--- src/rtl/mul_pkg.sv ---
// Shared types and constants for the sequential shift-add multiplier.
package mul_pkg;

    localparam int N_MIN = 2;
    localparam int N_MAX = 32;

    typedef enum logic [1:0] {
        IDLE = 2'd0,
        CALC = 2'd1,
        DONE = 2'd2
    } state_e;

    // Iteration counter must be able to hold the value n itself.
    function automatic int cnt_width(input int width);
        return $clog2(width + 1);
    endfunction

endpackage

--- src/rtl/mul_abs.sv ---
// Conditional two's-complement negate: dout = en ? -din : din.
module mul_abs #(
    parameter int W = 4
) (
    input  logic         en,
    input  logic [W-1:0] din,
    output logic [W-1:0] dout
);

    assign dout = en ? (~din + W'(1)) : din;

endmodule

--- src/rtl/seq_multiplier.sv ---
// Sequential n x n shift-add multiplier with optional signed operands.
//
//   state | meaning
//   ------+-------------------------------------------------------------
//   IDLE  | waiting for start; operands and sign captured on start
//   CALC  | one shift-add iteration per cycle, n iterations, busy high
//   DONE  | Product loaded on entry, done high for this single cycle
module seq_multiplier
    import mul_pkg::*;
#(
    parameter int n = 4
) (
    input  logic           clk,
    input  logic           rst_n,
    input  logic           start,
    input  logic           sgn,
    input  logic [n-1:0]   A,
    input  logic [n-1:0]   B,
    output logic           busy,
    output logic           done,
    output logic [2*n-1:0] Product
);

    localparam int CW = cnt_width(n);

    state_e          state_q, state_d;
    logic [2*n-1:0]  mcand_q, mcand_d;
    logic [n-1:0]    mplier_q, mplier_d;
    logic [2*n-1:0]  acc_q, acc_d;
    logic [CW-1:0]   cnt_q, cnt_d;
    logic            sign_q, sign_d;
    logic            busy_q, busy_d;
    logic            done_q, done_d;
    logic [2*n-1:0]  product_q, product_d;

    logic [n-1:0]    a_mag;
    logic [n-1:0]    b_mag;
    logic [2*n-1:0]  acc_step;
    logic [2*n-1:0]  prod_signed;

    mul_abs #(.W(n)) u_abs_a (
        .en   (sgn & A[n-1]),
        .din  (A),
        .dout (a_mag)
    );

    mul_abs #(.W(n)) u_abs_b (
        .en   (sgn & B[n-1]),
        .din  (B),
        .dout (b_mag)
    );

    assign acc_step = acc_q + (mplier_q[0] ? mcand_q : '0);

    // Negating a zero magnitude yields zero, so no -0 can appear.
    mul_abs #(.W(2*n)) u_abs_p (
        .en   (sign_q),
        .din  (acc_step),
        .dout (prod_signed)
    );

    always_comb begin
        state_d   = state_q;
        mcand_d   = mcand_q;
        mplier_d  = mplier_q;
        acc_d     = acc_q;
        cnt_d     = cnt_q;
        sign_d    = sign_q;
        busy_d    = busy_q;
        done_d    = 1'b0;
        product_d = product_q;

        unique case (state_q)
            IDLE: begin
                busy_d = 1'b0;
                if (start) begin
                    mcand_d  = {{n{1'b0}}, a_mag};
                    mplier_d = b_mag;
                    sign_d   = sgn & (A[n-1] ^ B[n-1]);
                    acc_d    = '0;
                    cnt_d    = CW'(n);
                    busy_d   = 1'b1;
                    state_d  = CALC;
                end
            end
            CALC: begin
                acc_d    = acc_step;
                mcand_d  = mcand_q << 1;
                mplier_d = mplier_q >> 1;
                cnt_d    = cnt_q - CW'(1);
                // Final iteration: load the signed result in the same edge.
                if (cnt_q == CW'(1)) begin
                    product_d = prod_signed;
                    busy_d    = 1'b0;
                    done_d    = 1'b1;
                    state_d   = DONE;
                end
            end
            DONE: begin
                busy_d  = 1'b0;
                state_d = IDLE;
            end
            default: begin
                busy_d  = 1'b0;
                state_d = IDLE;
            end
        endcase
    end

    always_ff @(posedge clk or negedge rst_n) begin
        if (!rst_n) begin
            state_q   <= IDLE;
            mcand_q   <= '0;
            mplier_q  <= '0;
            acc_q     <= '0;
            cnt_q     <= '0;
            sign_q    <= 1'b0;
            busy_q    <= 1'b0;
            done_q    <= 1'b0;
            product_q <= '0;
        end else begin
            state_q   <= state_d;
            mcand_q   <= mcand_d;
            mplier_q  <= mplier_d;
            acc_q     <= acc_d;
            cnt_q     <= cnt_d;
            sign_q    <= sign_d;
            busy_q    <= busy_d;
            done_q    <= done_d;
            product_q <= product_d;
        end
    end

    assign busy    = busy_q;
    assign done    = done_q;
    assign Product = product_q;

endmodule

--- config.mk ---
export PLATFORM = sky130hd
export DESIGN_NAME = seq_multiplier
export DESIGN_NICKNAME = d
export VERILOG_FILES = /design/src/rtl/mul_pkg.sv /design/src/rtl/mul_abs.sv /design/src/rtl/seq_multiplier.sv
export SDC_FILE = /design/constraint.sdc
export NUM_CORES = 1
export LEC_CHECK = 0
export ABC_AREA = 1
export ABC_CLOCK_PERIOD_IN_PS = 2600
export BUFFER_PORTS_ARGS = -buffer_cell sky130_fd_sc_hd__buf_2
export CORE_MARGIN = 1
export CORE_UTILIZATION = 40
export CTS_BUF_LIST = sky130_fd_sc_hd__clkbuf_4
export CTS_CLUSTER_DIAMETER = 200
export DETAILED_ROUTE_END_ITERATION = 8
export SYNTH_ARGS = -nofsm -noshare
export SYNTH_HDL_FRONTEND = slang
export SYNTH_SLANG_ARGS = --single-unit
--- constraint.sdc ---
create_clock -name clk -period 2.6 [get_ports clk]
set_input_delay 0.39 -clock clk [delete_from_list [all_inputs] [get_ports clk]]
set_output_delay 0.39 -clock clk [all_outputs]
set_load 0.02 [all_outputs]
Word level (Yosys, flattened, before mapping)
Cells that the tools add are included.

storage, ports and cells
  flip-flop bits (word level) = 36
  input bits = 12
  logic and storage cells = 51

operators by class
  add/sub/neg operators = 5
  mux-type cells = 20
  equal/unequal tests = 4
  reductions and logical operators = 6
  bitwise gates (word level) = 7

operator list
  operator                                           count
  two-way mux 8 bit                                  4
  one-hot mux 8 bit (2 select lines)                 2
  two-way mux 4 bit                                  3
  adder 4 x 1 -> 4 bit (second input constant)       2
  adder 8 x 1 -> 8 bit (second input constant)       1
  adder 8 bit                                        1
  inverter 4 bit                                     2
  inverter 8 bit                                     1
  one-hot mux 4 bit (2 select lines)                 1
  AND reduction 2 bit                                4
  one-hot mux 3 bit (2 select lines)                 1
  two-way mux 1 bit                                  4
  two-way mux 2 bit                                  2
  != test 2 bit (second input constant)              2
  one-hot mux 2 bit (2 select lines)                 1
  AND 1 bit                                          3
  == test 3 x 1 -> 1 bit (second input constant)     1
  two-way mux 3 bit                                  1
  subtractor 3 x 1 -> 3 bit (second input constant)  1
  == test 2 x 1 -> 1 bit (second input constant)     1
  logical NOT 2 bit                                  1
  one-hot mux 1 bit (2 select lines)                 1
  nonzero test 2 bit                                 1
  XOR 1 bit                                          1

Depth between registers and ports, before layout
  word-level depth = 5
  mapped depth = 16

Modules after synthesis
Synthesis repeated with hierarchy kept, for this count alone.

unflattened totals
  cell total of the unflattened synthesis = 305
  area total of the unflattened synthesis = 2245.9 µm²

modules (own cells, without submodules)
  module                 cells each  seq. area each (µm²)  area each (µm²)  instances
  seq_multiplier         232         900.9                 1883.1           1
  mul_abs (u_abs_p)      39          0.0                   195.2            1
  mul_abs (u_abs_a ...)  17          0.0                   83.8             2

Least setup slack after synthesis
OpenSTA, ideal clock, no wires.

  kind = register -> register
  start point = register mplier_q[0]
  end point = register product_q[7], in the netlist Product[7]
  slack = 0.559 ns
  cell stages (with the launch flop) = 16
  required time = 2.483 ns
  arrival = 1.924 ns
  clock period less this slack = 2.041 ns
  library setup time = 0.117 ns
  path buffers = 1
  path through = dfrtp_1 buf_4 nand2_1 inv_1 ha_1 fa_1 inv_1 nand2_1 nor2_1 nand3_2 nor2_4 nand3_2 nand2_1 nand2_1 nand3_1 nand2_1

on the way
  word-level cells in the longest chain between the ends = 5

ends and longest elaborated chain
  item                    line                   RTL
  start, declared         seq_multiplier.sv:28   logic [n-1:0] mplier_q, mplier_d;
  start signal, assigned  seq_multiplier.sv:124  mplier_q <= mplier_d;
  two-way mux 8 bit *     seq_multiplier.sv:53   assign acc_step = acc_q + (mplier_q[0] ? mcand_q : '0);
  adder 8 bit *           seq_multiplier.sv:53
  inverter 8 bit          mul_abs.sv:10          assign dout = en ? (~din + W'(1)) : din;
  adder 8 x 1 -> 8 bit    mul_abs.sv:10
  two-way mux 8 bit *     mul_abs.sv:10
  end signal, assigned    seq_multiplier.sv:130  product_q <= product_d;
  end, declared           seq_multiplier.sv:34   logic [2*n-1:0] product_q, product_d;

Every way passes the cells marked *; elsewhere a longest branch is shown, timed or not.
A chain may end at the register's enable or synchronous reset.

Worst setup path after layout
Ends and elaborated chain as after synthesis.

==> summary by stage <==
Clock tree
The root cell of the clock tree is clkbuf_4. Buffers inserted to repair hold after CTS numbered 0. The clock tree from TritonCTS is yes. After clock tree synthesis, the clock-pin slew on the worst setup and hold paths is about 0.12 ns. The clock passes through at most 2 buffers. Buffers inserted during clock tree synthesis total 5.

The post-CTS setup repair buffer count is 0. Counting every sink on the clock net gives 36. The later pin in the worst-skew pair is clocked with a latency of 0.35 ns. In this run, post-CTS repair resized a total of 0 instances. The H-tree was split into 2 levels.

STA
The post-route worst setup slack is 0.398 ns. The setup total negative slack is 0 ns. At the pin with the least slew margin, the transition time is roughly 0.80 ns.

Clock skew on the completed layout was measured at just under 0.009 ns. The clock period could shrink to 2.20 ns. The post-route clock period utilization is a little over four fifths. Based on the critical path, the design can be clocked at up to 454 MHz.

The worst-case headroom to the max-slew limit is between 40% and 50%. Setup repair after global routing left no endpoint under its margin. Setup violations remaining at the end of the flow were counted as 0. The final number of max-transition violations was 0. The final hold violation count is 0.

Power
The standby leakage power is between 1 and 1.5 nW. The total power of the final layout is about 2.8 mW. In this run the power density over the cells is ~1200 mW/mm². The maximum ir drop on the vdd rail is 0.000756 V.

Place
The detailed placement HPWL is roughly 3100 µm. The worst setup timing slack at the placement stage is between 0.4 and 0.5 ns. The total placed cells including tap cells is between 300 and 400. The count of buffers inserted at the top-level ports is 21.

The final weighted congestion in routability-driven placement is about 0.78.

Synth
Of the synthesized area, sequential elements account for between 40% and 50%. The cell count after synthesis is ~260. Yosys mapped the design onto 35 distinct sky130hd cell types. In the synthesized netlist the async set-or-reset flop fraction comes to between 90% and 100%. The synthesized design contains 0 enable-type register cells. Sorting the synthesized cells by area gives the leading types as dfrtp_1 (42%), nand2_1 (12%), ha_1 (7.1%). The number of nets handed over by synthesis was 288.

The portion of synthesized cell area occupied by the leading cell type is a little over two fifths. Synthesis inferred 36 register bits. Among all flip-flop cells after synthesis, the most frequent one is dfrtp_1. For this run, the number of Yosys warnings is 0. A synthesized cell averages roughly 8.1 µm². Summed over all instances, the cell type with the most area after synthesis is dfrtp_1.

The most instantiated library cell after synthesis is nand2_1. In the synthesized netlist, the cells that appear most often are nand2_1 (69), dfrtp_1 (36), inv_1 (35), o21ai_0 (20), nand3_1 (15). The cell area after technology mapping is about 0.0021 mm².

Drt
The number of nets with antenna violations after routing is 0. The number of optimization iterations in the first detailed-route pass is 4. The number of vias in the routed layout is between 1500 and 2000. The routed via count divided by cell count is 4.82. The aggregate routed wire length is ~4200 µm. The number of violations reported at the end of detailed-routing iteration 0 is between 40 and 50.

In the final routed layout, each cell accounts on average for approximately 12 µm. After detailed routing, the number of remaining DRC violations is 0.

Floorplanning
The floorplan step set the die height to between 70 and 80 µm. The number of placed I/O pins is 22. The floorplan has 26 rows. The floorplan die area is 0.00562 mm². The die is 75.0 µm wide.

The effective utilization at floorplan is roughly two fifths. The core region is between 0.005 and 0.006 mm².

Setup path
Data on the critical path is required at its endpoint by approximately 2.9 ns. The launch point of the critical path is mplier_q[0]. The critical setup path kind is reg -> reg. The worst setup path is captured at a flip-flop.

The maximum fanout count along the critical path is 9. STA classifies the critical path startpoint as a flip-flop. On the critical path, the stage with the largest delay is an instance of dfrtp_1. Walking the worst path, the cells encountered are nand2_1 > inv_1 > ha_1 > fa_1 > inv_1 > nand2_1 > nor2_1 > nand3_2 > nor2_4 > nand3_2 > nand2_1 > nand2_1 > nand3_1 > nand2_1. On the worst path, the slowest cell contributes a delay of just under 0.5 ns. The cell repeated most along the worst path is nand2_1. The launch instance of the worst register-to-register path is mplier_q[0].

The data arrival time at the worst-slack endpoint is 2.46 ns.

Global routing
The via count of the first global-routing pass is 1711. The maximum number of pins on one net before global-route repair is 37. The first-pass GRT wire length is roughly 7800 µm. Across every metal layer, demand over resource in global routing totals a little under a fifth.

The initial antenna violation count is 0. The leftover overflow at the end of global routing is 0.

Finish
The number of nets at the end of the flow is 312. Fill cells in the final layout number ~530. The layout overhead on the synthesized area is 10.4%. The total inserted antenna cells is 0.

Once layout is complete, the utilization of the core stands at 46.0%. The share of cells above drive strength 1 is 18.8%. The count of cells in the finished layout, fillers not included, comes to approximately 360.

Status
The run finished with clean final reports.

Job
The number of violations of the max-capacitance limit is 0.

Worst hold path
The min-delay analysis places its worst path in the category in -> async.
-- worst max-delay path, delay by kind of cell (launching register included) --
| kind | cells | cell delay, ns |
|---|---|---|
| adders and majority gates | 2 | 0.65 |
| and+or+nand+nor | 10 | 0.82 |
| buffers and inverters | 2 | 0.16 |
| DFF | 1 | 0.49 |
-- state kept, by name, indices dropped and copies added, names as in the netlist --
signal,cells
Product,8
acc_q,8
busy,1
cnt_q,3
done,1
mcand_q,8
mplier_q,4
sign_q,1
state_q,2
-- worst paths after layout --
path | endpoint | cells after the start | slack [ns]
max | Product[7] | 14 | 0.40
min | acc_q[6] | 1 | 0.11
max reg2reg | Product[7] | 14 | 0.40
min reg2reg | Product[4] | 2 | 0.48
max in group asynchronous | mcand_q[3] | 1 | 1.98
min in group clk | mplier_q[3] | 3 | 0.30
-- cells in the final DEF, fill, tap and decap left out, types with 7 or more instances in the layout --
master and count:
nand3_1 15, ha_1 12, inv_1 35, inv_2 7, nor2_1 9, nand2_1 69
nand2_2 7, dfrtp_1 36, o21ai_0 20, buf_2 21
-- where the power goes --
group | internal, mW | total (mW) | switching [mW]
combinational | 0.514 | 1.49 | 0.974
clock | 0.104 | 0.307 | 0.204
sequential | 0.791 | 0.961 | 0.170
-- metrics by stage --
step | area, µm² | hold WS [ns]
finish | 2350 | 0.112
global route | 2350 | 0.179
floorplan | 2130 | 0.0944
detailed placement | 2290 | 0.460
CTS | 2350 | 0.145
global placement | 2290 | 0.457
-- kinds of logic (layout without fill, tap and decap cells) --
group                      count (synthesis)  count (layout)  share of synthesized area (%)
AOI/OAI and AO/OA                         48              48                           13.2
and+or+nand+nor                          114             114                           25.9
DFF                                       36              36                           42.3
adders and majority gates                 13              13                           7.99
buffers and inverters                     48              73                           9.05
xor gates and xnor gates                   4               4                           1.65
-- area by class of cell --
cell class | count | area [µm²] | area share, %
tap | 70 | 87.6 | 3.73
clock inverter | 3 | 18.8 | 0.798
inverter | 44 | 165 | 7.03
clock buffer | 5 | 37.5 | 1.60
multi-input combinational | 179 | 1040 | 44.1
timing repair buffer | 21 | 105 | 4.47
sequential | 36 | 901 | 38.3
-- routing by layer --
metal  global-route usage (%)  part of all wire [%]  up-vias
met3                     3.75                   3.1        7
li1                         -                     -      896
met4                     5.66                   1.3        0
met2                     31.3                    46       28
met1                     24.0                    49      795
met5                        0                     0        -
No activity file was read; power rests on OpenSTA's default activity.
